--- config.mk ---
export PLATFORM = sky130hd
export DESIGN_NAME = cond_flag_unit
export DESIGN_NICKNAME = d
export VERILOG_FILES = /design/src/rtl/cond_pkg.sv /design/src/rtl/flag_stack.sv /design/src/rtl/cond_flag_unit.sv
export SDC_FILE = /design/constraint.sdc
export NUM_CORES = 1
export LEC_CHECK = 0
export CORE_MARGIN = 2
export CORE_UTILIZATION = 40
export CTS_CLUSTER_SIZE = 25
export DETAILED_ROUTE_END_ITERATION = 6
export DONT_BUFFER_PORTS = 1
export SLEW_MARGIN = 20
export SYNTH_ARGS = -nofsm -noshare
export SYNTH_HDL_FRONTEND = slang
export SYNTH_SLANG_ARGS = --single-unit
--- constraint.sdc ---
create_clock -name clk -period 4.9 [get_ports clk]
set_input_delay 0.98 -clock clk [delete_from_list [all_inputs] [get_ports clk]]
set_output_delay 0.98 -clock clk [all_outputs]
set_load 0.1 [all_outputs]
--- src/rtl/cond_pkg.sv ---
// cond_pkg -- shared definitions for the condition/flag unit.
// Contents:
//   flags_t            4-bit flag vector laid out as {N,Z,C,V}
//   FLAG_N..FLAG_V     bit positions inside flags_t
//   CC_EQ..CC_NV       4-bit condition codes
//   eval_cond()        evaluates a condition code against a flag vector
package cond_pkg;

  typedef logic [3:0] flags_t;

  localparam int unsigned FLAG_N = 3;
  localparam int unsigned FLAG_Z = 2;
  localparam int unsigned FLAG_C = 1;
  localparam int unsigned FLAG_V = 0;

  localparam logic [3:0] CC_EQ = 4'h0;
  localparam logic [3:0] CC_NE = 4'h1;
  localparam logic [3:0] CC_CS = 4'h2;
  localparam logic [3:0] CC_CC = 4'h3;
  localparam logic [3:0] CC_MI = 4'h4;
  localparam logic [3:0] CC_PL = 4'h5;
  localparam logic [3:0] CC_VS = 4'h6;
  localparam logic [3:0] CC_VC = 4'h7;
  localparam logic [3:0] CC_HI = 4'h8;
  localparam logic [3:0] CC_LS = 4'h9;
  localparam logic [3:0] CC_GE = 4'hA;
  localparam logic [3:0] CC_LT = 4'hB;
  localparam logic [3:0] CC_GT = 4'hC;
  localparam logic [3:0] CC_LE = 4'hD;
  localparam logic [3:0] CC_AL = 4'hE;
  localparam logic [3:0] CC_NV = 4'hF;

  function automatic logic eval_cond(input flags_t f, input logic [3:0] cc);
    logic n;
    logic z;
    logic c;
    logic v;
    logic r;
    n = f[FLAG_N];
    z = f[FLAG_Z];
    c = f[FLAG_C];
    v = f[FLAG_V];
    case (cc)
      CC_EQ:   r = z;
      CC_NE:   r = ~z;
      CC_CS:   r = c;
      CC_CC:   r = ~c;
      CC_MI:   r = n;
      CC_PL:   r = ~n;
      CC_VS:   r = v;
      CC_VC:   r = ~v;
      CC_HI:   r = c & ~z;
      CC_LS:   r = ~c | z;
      CC_GE:   r = (n == v);
      CC_LT:   r = (n != v);
      CC_GT:   r = ~z & (n == v);
      CC_LE:   r = z | (n != v);
      CC_AL:   r = 1'b1;
      CC_NV:   r = 1'b0;
      default: r = 1'b0;
    endcase
    return r;
  endfunction

endpackage

--- src/rtl/flag_stack.sv ---
// flag_stack -- LIFO of saved flag vectors.
// Ports:
//   clk, rst_n     clock, asynchronous active-low reset
//   push, pop      save din / remove top entry (both at once is an error)
//   din            flags to save
//   top            most recently saved entry (0 when empty)
//   full, empty    occupancy status
//   err            sticky: push while full, pop while empty, or push&pop
//   pop_ok         a legal pop is being performed this cycle
// Entry storage is not reset; an entry is only readable once pushed.
module flag_stack
  import cond_pkg::*;
#(
  parameter int DEPTH = 4
) (
  input  logic   clk,
  input  logic   rst_n,
  input  logic   push,
  input  logic   pop,
  input  flags_t din,
  output flags_t top,
  output logic   full,
  output logic   empty,
  output logic   err,
  output logic   pop_ok
);

  localparam int CW = $clog2(DEPTH + 1);
  localparam int AW = (DEPTH > 1) ? $clog2(DEPTH) : 1;
  localparam logic [CW-1:0] DEPTH_C = CW'(DEPTH);

  flags_t          mem_q [DEPTH];
  logic [CW-1:0]   count_q;
  logic [CW-1:0]   count_d;
  logic            err_q;
  logic            err_d;
  logic            push_ok;
  logic [AW-1:0]   wr_idx;
  logic [AW-1:0]   rd_idx;

  assign full   = (count_q == DEPTH_C);
  assign empty  = (count_q == {CW{1'b0}});
  assign err    = err_q;
  assign wr_idx = AW'(count_q);
  assign rd_idx = AW'(count_q - CW'(1));

  // Legal-operation decode, next count and sticky error.
  always_comb begin
    push_ok = push & ~pop & ~full;
    pop_ok  = pop & ~push & ~empty;
    err_d   = err_q | (push & pop) | (push & ~pop & full) | (pop & ~push & empty);
    if (push_ok) begin
      count_d = count_q + CW'(1);
    end else if (pop_ok) begin
      count_d = count_q - CW'(1);
    end else begin
      count_d = count_q;
    end
  end

  // Top-of-stack read; masked while empty so no stale entry leaks out.
  always_comb begin
    if (empty) begin
      top = 4'b0000;
    end else begin
      top = mem_q[rd_idx];
    end
  end

  // Occupancy and error registers.
  always_ff @(posedge clk or negedge rst_n) begin
    if (!rst_n) begin
      count_q <= {CW{1'b0}};
      err_q   <= 1'b0;
    end else begin
      count_q <= count_d;
      err_q   <= err_d;
    end
  end

  // Entry storage, written on a legal push.
  always_ff @(posedge clk) begin
    if (push_ok) begin
      mem_q[wr_idx] <= din;
    end
  end

endmodule

--- src/rtl/cond_flag_unit.sv ---
// cond_flag_unit -- ALU flag register, condition evaluator with a one-entry
// result buffer, and a flag save/restore stack.
// Ports:
//   clk, rst_n              clock, asynchronous active-low reset
//   flag_we, CO, OVF, Z, N  latch {N,Z,CO,OVF} into flags
//   cond_valid, cond,       condition request (valid/ready)
//   cond_ready
//   result_valid,           evaluated condition (valid/ready)
//   result_ready, cond_result
//   push, pop               save / restore flags
//   flags                   registered {N,Z,C,V}
//   stack_full, stack_empty, stack_err   stack status (err sticky)
// Build option: define FLAG_FWD_EN to evaluate a request that coincides with
// flag_we against the incoming ALU flags instead of the registered ones.
module cond_flag_unit
  import cond_pkg::*;
#(
  parameter int DEPTH = 4
) (
  input  logic       clk,
  input  logic       rst_n,
  input  logic       flag_we,
  input  logic       CO,
  input  logic       OVF,
  input  logic       Z,
  input  logic       N,
  input  logic       cond_valid,
  input  logic [3:0] cond,
  output logic       cond_ready,
  output logic       result_valid,
  input  logic       result_ready,
  output logic       cond_result,
  input  logic       push,
  input  logic       pop,
  output logic [3:0] flags,
  output logic       stack_full,
  output logic       stack_empty,
  output logic       stack_err
);

  flags_t flags_q;
  flags_t flags_d;
  logic   result_valid_q;
  logic   result_valid_d;
  logic   cond_result_q;
  logic   cond_result_d;
  flags_t alu_flags;
  flags_t eval_flags;
  flags_t stk_top;
  logic   stk_pop_ok;
  logic   accept;

  assign alu_flags    = {N, Z, CO, OVF};
  assign flags        = flags_q;
  assign result_valid = result_valid_q;
  assign cond_result  = cond_result_q;
  // Buffer can take a new request when empty or being drained this cycle.
  assign cond_ready   = ~result_valid_q | result_ready;
  assign accept       = cond_valid & cond_ready;

  flag_stack #(
    .DEPTH (DEPTH)
  ) u_stack (
    .clk    (clk),
    .rst_n  (rst_n),
    .push   (push),
    .pop    (pop),
    .din    (flags_q),
    .top    (stk_top),
    .full   (stack_full),
    .empty  (stack_empty),
    .err    (stack_err),
    .pop_ok (stk_pop_ok)
  );

  // Select the flag vector a request is evaluated against.
  always_comb begin
`ifdef FLAG_FWD_EN
    if (flag_we) begin
      eval_flags = alu_flags;
    end else begin
      eval_flags = flags_q;
    end
`else
    eval_flags = flags_q;
`endif
  end

  // Next flags: a fresh ALU write wins over a stack restore.
  always_comb begin
    flags_d = flags_q;
    if (flag_we) begin
      flags_d = alu_flags;
    end else if (stk_pop_ok) begin
      flags_d = stk_top;
    end else begin
      flags_d = flags_q;
    end
  end

  // One-entry result buffer: load on accept, drop on drain, else hold.
  always_comb begin
    result_valid_d = result_valid_q;
    cond_result_d  = cond_result_q;
    if (accept) begin
      result_valid_d = 1'b1;
      cond_result_d  = eval_cond(eval_flags, cond);
    end else if (result_ready) begin
      result_valid_d = 1'b0;
    end else begin
      result_valid_d = result_valid_q;
    end
  end

  // State registers.
  always_ff @(posedge clk or negedge rst_n) begin
    if (!rst_n) begin
      flags_q        <= 4'b0000;
      result_valid_q <= 1'b0;
      cond_result_q  <= 1'b0;
    end else begin
      flags_q        <= flags_d;
      result_valid_q <= result_valid_d;
      cond_result_q  <= cond_result_d;
    end
  end

endmodule

==> reports/results.tsv, run 1 <==
stage	metric	value	unit
run_status	status	completed	
logic_synthesis	synth.distinct_cells	29	
sta	rsz0062_at_grt	no	
logic_synthesis	syn_area	1260	µm²
logic_synthesis	synth_fa_ha_area_frac	0.0596	
logic_synthesis	muxShareOfSynthArea	0.123	
clock_tree	tritoncts	yes	
logic_synthesis	synth_seq_area_share	0.581	
place	placed_area	1300	µm²
grt	grt_first_pass_wirelength	3470	µm
sta	setup_tns	0	ps
worst_setup_path	cp_max_fo	4	
floorplanning	rows	20	
worst_setup_path	critPathLaunch	result_valid	
logic_synthesis	syn_avg_cell_area	13.7	µm²
clock_tree	h-tree-depth	1	
sta	finalCritPeriodShare	0.635	
grt	grt_overflow	0	
worst_setup_path	worstSetupEndpointType	output port	
worst_setup_path	critPathRequiredTime	3920	ps
worst_setup_path	critPathSlowestCell	dfrtp_1	
logic_synthesis	synth-xor-area-share	0.0278	
logic_synthesis	syn_nets	113	
sta	worst_pin_slew	1130	ps
clock_tree	cts-root-buf	clkbuf_4	
logic_synthesis	synth_top_family_by_area	multiplexers	
sta	fmax	322	MHz
clock_tree	cts_resized	0	
worst_setup_path	critical_path_class	register to output port	
worst_hold_path	hold_class	primary input to asynchronous set/reset pin	
clock_tree	post_cts_buffers	0	
worst_setup_path	slowest_delay	960	ps
sta	finalCriticalPeriod	3110	ps
grt	track_usage	0.134	
worst_setup_path	reg2reg_from	u_stack.count_q[0]	
clock_tree	cts.sinks	26	
grt	antenna_found_initial	0	
detailed_routing	drc	0	
sta	maxSlewHeadroom	0.246	
logic_synthesis	ys_seq_elements	26	
power	ir_drop	0.323	mV
worst_setup_path	crit_family	flip-flops	
worst_setup_path	crit_cells	1	
detailed_routing	postRouteAntennaNets	0	
floorplanning	die_h	60.1	µm
sta	slew_violations	0	
worst_setup_path	worst-path-buf-inv	0	
worst_setup_path	reg2reg_depth	7	
floorplanning	dieWidth	60.1	µm
detailed_routing	dr.pass1.iters	4	
floorplanning	start_util	0.416	
floorplanning	dieArea	3610	µm²
clock_tree	hold_buffers	0	
sta	worst_clock_skew	8.67	ps
place	portBuffers	0	
sta	finalSetupViolCount	0	
place	place.gp.congestion	0.708	
layout	fin_area	1350	µm²
logic_synthesis	syn_inst	92	
floorplanning	coreArea	3030	µm²
detailed_routing	viasPerCell	5.24	
logic_synthesis	synth_compound_area_frac	0.0845	
layout	layout_common_cells	edfxtp_1, dfrtp_1, nand2_1	
detailed_routing	wire_per_inst	14.9	µm
layout	antenna_cells	0	
worst_setup_path	startpoint_type	register	
layout	drive_above_1_share	0.117	
worst_setup_path	worst_ep_arrival_time	2130	ps
floorplanning	num_io_pins	25	
logic_synthesis	yosys.area_share.simple	0.100	
clock_tree	clock_latency	310	ps
worst_setup_path	cp_cell_sequence	nand2b_1	
detailed_routing	drt-initial-drc-count	17	
power	power.density	562	nW/µm²
detailed_routing	wirelength	2060	µm
clock_tree	clkSlewWorstSetupHoldPaths	140	ps
job	cap_viol_max_count	0	
place	hpwl	1660	µm
detailed_routing	vias	723	
clock_tree	cts_buffers	3	
layout	syn_to_final_growth	7.36	%
layout	final_nets	116	
grt	first_global_vias	752	
power	p_leak	0.522	nW
layout	layout_commonest_cell	edfxtp_1	
logic_synthesis	ys.warnings.count	0	
sta	hold_violations	0	
grt	grt_max_degree	16	
clock_tree	clock_path_buffers	2	
[layer usage]
layer / up-vias / track usage / part of all wire
met3: 0 / 0.0281 / 0.061
met2: 22 / 0.220 / 0.52
li1: 346 / - / -
met5: - / 0 / 0
met4: 0 / 0.0667 / 0
met1: 355 / 0.166 / 0.42
[path summary, 6_finish.rpt]
check / end / slack (ps)
min reg2reg: u_stack.count_q[2] / 500
max: cond_ready / 1790
max reg2reg: u_stack.count_q[1] / 2090
max in group asynchronous: u_stack.count_q[1] / 4490
min: flags[2] / 340
min in group clk: u_stack.count_q[2] / 500
[state kept, by name, indices dropped and copies added (netlist names)]
signal           cells
cond_result          1
flags                4
result_valid         1
u_stack.count_q      3
u_stack.err          1
u_stack.mem_q       16
[metrics by stage]
stage                     hold WS [ps]   util  worst slack (ps)  instances  total power, mW
final                              336  0.446              1790        138            0.759
after global routing               293  0.446              1700        138            0.809
after CTS                          329  0.446              1770        138            0.767
after detailed placement           492  0.429              2090        134            0.626
after global placement             477  0.429              2120        134            0.620
after floorplan                    465      -              2140         92            0.584
[cell families after synthesis]
family | after synthesis
AO/OA/AOI/OAI | 17
flip-flops | 26
buffers and inverters | 6
AND/OR/NAND/NOR | 23
XOR/XNOR | 4
multiplexers | 10
adder cells (fa/ha/maj) | 6
[report_power, final]
part	switching (mW)	internal, mW	total, mW
registers	0.118	0.276	0.394
logic	0.125	0.0987	0.223
clock network	0.0591	0.0826	0.142
total	0.302	0.457	0.759
[synthesized netlist by cell type]
cell,instances,share of area
nand2b_1,2,0.0099
nor4b_1,1,0.0070
ha_1,6,0.060
mux4_2,4,0.072
nor2b_1,1,0.0050
mux2_4,1,0.012
xnor2_1,3,0.021
mux2i_1,5,0.040
clkbuf_1,1,0.0030
o41ai_1,1,0.0070
and2_1,1,0.0050
nor3b_1,1,0.0060
buf_6,1,0.0089
inv_1,4,0.012
nor2_1,3,0.0089
o31ai_1,1,0.0060
o21bai_1,1,0.0060
and3_1,4,0.020
dfrtp_1,10,0.20
xor2_1,1,0.0070
o21ai_1,4,0.016
a211oi_2,1,0.0099
nand2_1,8,0.024
a21oi_1,6,0.024
nor4_1,1,0.0050
o21ai_0,2,0.0080
nor3b_2,1,0.0099
a41o_1,1,0.0080
edfxtp_1,16,0.38
[layout make-up]
| type | count | area (µm²) |
|---|---|---|
| Fill cell | 280 | 1680 |
| Sequential cell | 26 | 731 |
| Multi-Input combinational cell | 60 | 498 |
| Tap cell | 44 | 55.1 |
| Clock inverter | 1 | 30.0 |
| Clock buffer | 3 | 22.5 |
| Inverter | 4 | 15.0 |
Power figures use the tool's default switching activity.
==> run 2, diff against run 1 <==
==> constraint.sdc (replaced) <==
create_clock -name clk -period 2.7 [get_ports clk]
set_input_delay 0.54 -clock clk [delete_from_list [all_inputs] [get_ports clk]]
set_output_delay 0.54 -clock clk [all_outputs]
set_load 0.1 [all_outputs]
==> reports/results.tsv, run 2 (synthesis results as in run 1) <==
stage	metric	value	unit	change
sta	maxSlewHeadroom	0.397		was 0.246
job	cap_viol_max_count	0		unchanged
worst_hold_path	hold_class	primary input to register		was primary input to asynchronous set/reset pin
clock_tree	clock_latency	310	ps	about the same
floorplanning	dieArea	3610	µm²	unchanged
grt	antenna_found_initial	0		unchanged
place	dpl_worst_slack	625	ps	was 2090 ps
power	p_seq_frac	0.426		was 0.519
power	p_int	0.862	mW	was 0.457 mW
clock_tree	cts_resized	0		unchanged
power	power.total	1.44	mW	was 0.759 mW
layout	antenna_cells	0		unchanged
power	share_comb_of_total_power	0.392		was 0.294
detailed_routing	drt-initial-drc-count	17		unchanged
floorplanning	dieWidth	60.1	µm	unchanged
layout	layout_common_cells	edfxtp_1, dfrtp_1, buf_4		was edfxtp_1, dfrtp_1, nand2_1
power	ir_drop	0.581	mV	was 0.323 mV
layout	final_nets	126		was 116
grt	track_usage	0.146		was 0.134
sta	finalSetupViolCount	0		unchanged
grt	grt_overflow	0		unchanged
run_status	status	completed		unchanged
layout	layout_commonest_cell	edfxtp_1		unchanged
worst_setup_path	startpoint_type	register		unchanged
layout	fill_cells	277		was 280
sta	worst_pin_slew	904	ps	was 1130 ps
sta	fmax	432	MHz	
worst_setup_path	critical_path_class	register to output port		unchanged
detailed_routing	drc	0		unchanged
grt	grt_max_degree	16		unchanged
sta	hold_violations	0		unchanged
detailed_routing	wirelength	2290	µm	was 2060 µm
sta	finalCriticalPeriod	2320	ps	
layout	largest_reg_flops	16		unchanged
power	p_leak	0.571	nW	was 0.522 nW
worst_setup_path	worst_ep_arrival_time	1780	ps	was 2130 ps
floorplanning	num_io_pins	25		unchanged
worst_setup_path	worstSetupEndpointType	output port		unchanged
power	clock_power_share	0.182		was 0.187
sta	slew_violations	0		unchanged
clock_tree	cts_buffers	3		unchanged
clock_tree	clock_path_buffers	2		unchanged
floorplanning	die_h	60.1	µm	unchanged
worst_setup_path	critPathRequiredTime	2160	ps	was 3920 ps
clock_tree	cts-root-buf	clkbuf_4		unchanged
sta	rsz0062_at_grt	no		unchanged
clock_tree	tritoncts	yes		unchanged
place	portBuffers	0		unchanged
grt	first_global_vias	813		was 752
worst_setup_path	cp_max_fo	8		was 4
detailed_routing	dr.pass1.iters	4		unchanged
clock_tree	clkSlewWorstSetupHoldPaths	140	ps	about the same
sta	setup_tns	0	ps	unchanged
layout	drive_above_1_share	0.192		was 0.117
detailed_routing	vias	769		was 723
sta	worst_clock_skew	3.36	ps	was 8.67 ps
place	place.gp.congestion	0.768		was 0.708
power	power.density	1010	nW/µm²	was 562 nW/µm²
floorplanning	coreArea	3030	µm²	unchanged
place	hpwl	1780	µm	was 1660 µm
clock_tree	h-tree-depth	1		unchanged
power	p_sw	0.574	mW	was 0.302 mW
floorplanning	rows	20		unchanged
place	placed_area	1370	µm²	was 1300 µm²
detailed_routing	wire_per_inst	15.5	µm	was 14.9 µm
sta	setup_ws	383	ps	was 1790 ps
clock_tree	cts.sinks	26		unchanged
sta	finalCritPeriodShare	0.858		
layout	fin_area	1430	µm²	was 1350 µm²
floorplanning	start_util	0.416		unchanged
power	swShare	0.400		was 0.398
detailed_routing	postRouteAntennaNets	0		unchanged
detailed_routing	viasPerCell	5.20		was 5.24
layout	syn_to_final_growth	13.5	%	was 7.36%
layout	regMostFlops	u_stack.mem_q		unchanged
grt	grt_first_pass_wirelength	3770	µm	was 3470 µm
-- run 2: cell types whose count changed in the layout (fill, tap and decap cells not counted) --
cell	before	now
buf_4	0	9
dlygate4sd3_1	0	1
-- run 2: layout make-up --
class | count | area, µm² | share of cell area
Clock buffer | 3 | 22.5 | 0.0158
Clock inverter | 1 | 30.0 | 0.0210
Tap cell | 44 | 55.1 | 0.0385
Inverter | 4 | 15.0 | 0.0105
Timing Repair Buffer | 10 | 77.6 | 0.0543
Sequential cell | 26 | 731 | 0.511
Multi-Input combinational cell | 60 | 498 | 0.349
-- run 2: timing repair --
action,CTS,global route
endpoints found under the hold margin,10,0
buffers inserted,0,0
hold buffers,1,0
-- run 2: final timing paths --
check	endpoint	start	cells past startpoint	slack [ps]
min	flags[1]	flag_we	1	300
min reg2reg	u_stack.count_q[2]	u_stack.count_q[2]	1	540
min in group asynchronous	result_valid	rst_n	1	600
max	stack_empty	u_stack.count_q[0]	4	380
max in group asynchronous	u_stack.count_q[0]	rst_n	1	1770
max reg2reg	u_stack.mem_q[3][2]	u_stack.count_q[0]	5	600
-- run 2: stage by stage --
step / util / hold slack [ps] / cells
floorplan: - / 244 / 92
global placement: 0.451 / 245 / 143
detailed placement: 0.451 / 245 / 143
CTS: 0.472 / 292 / 148
global route: 0.472 / 279 / 148
finish: 0.472 / 296 / 148
-- run 2: layer usage --
layer / share of wire / global-route usage / vias up
met5: 0 / 0 / -
met4: 0.010 / 0.0571 / 0
met3: 0.035 / 0.0238 / 2
met2: 0.52 / 0.259 / 19
met1: 0.44 / 0.176 / 382
li1: - / - / 366
-- run 2: power by group through the flow --
| stage | Combinational [mW] | Sequential (mW) | Clock, mW |
|---|---|---|---|
| floorplan | 0.374 | 0.685 | 0 |
| global placement | 0.557 | 0.618 | 0 |
| detailed placement | 0.557 | 0.621 | 0 |
| CTS | 0.566 | 0.613 | 0.267 |
| global route | 0.611 | 0.625 | 0.278 |
| finish | 0.563 | 0.612 | 0.262 |
-- run 2: critical path, stage by stage (launching register included) --
cell	delay (ps)
dfrtp_1	620
inv_1	130
ha_1	260
ha_1	210
buf_4	240
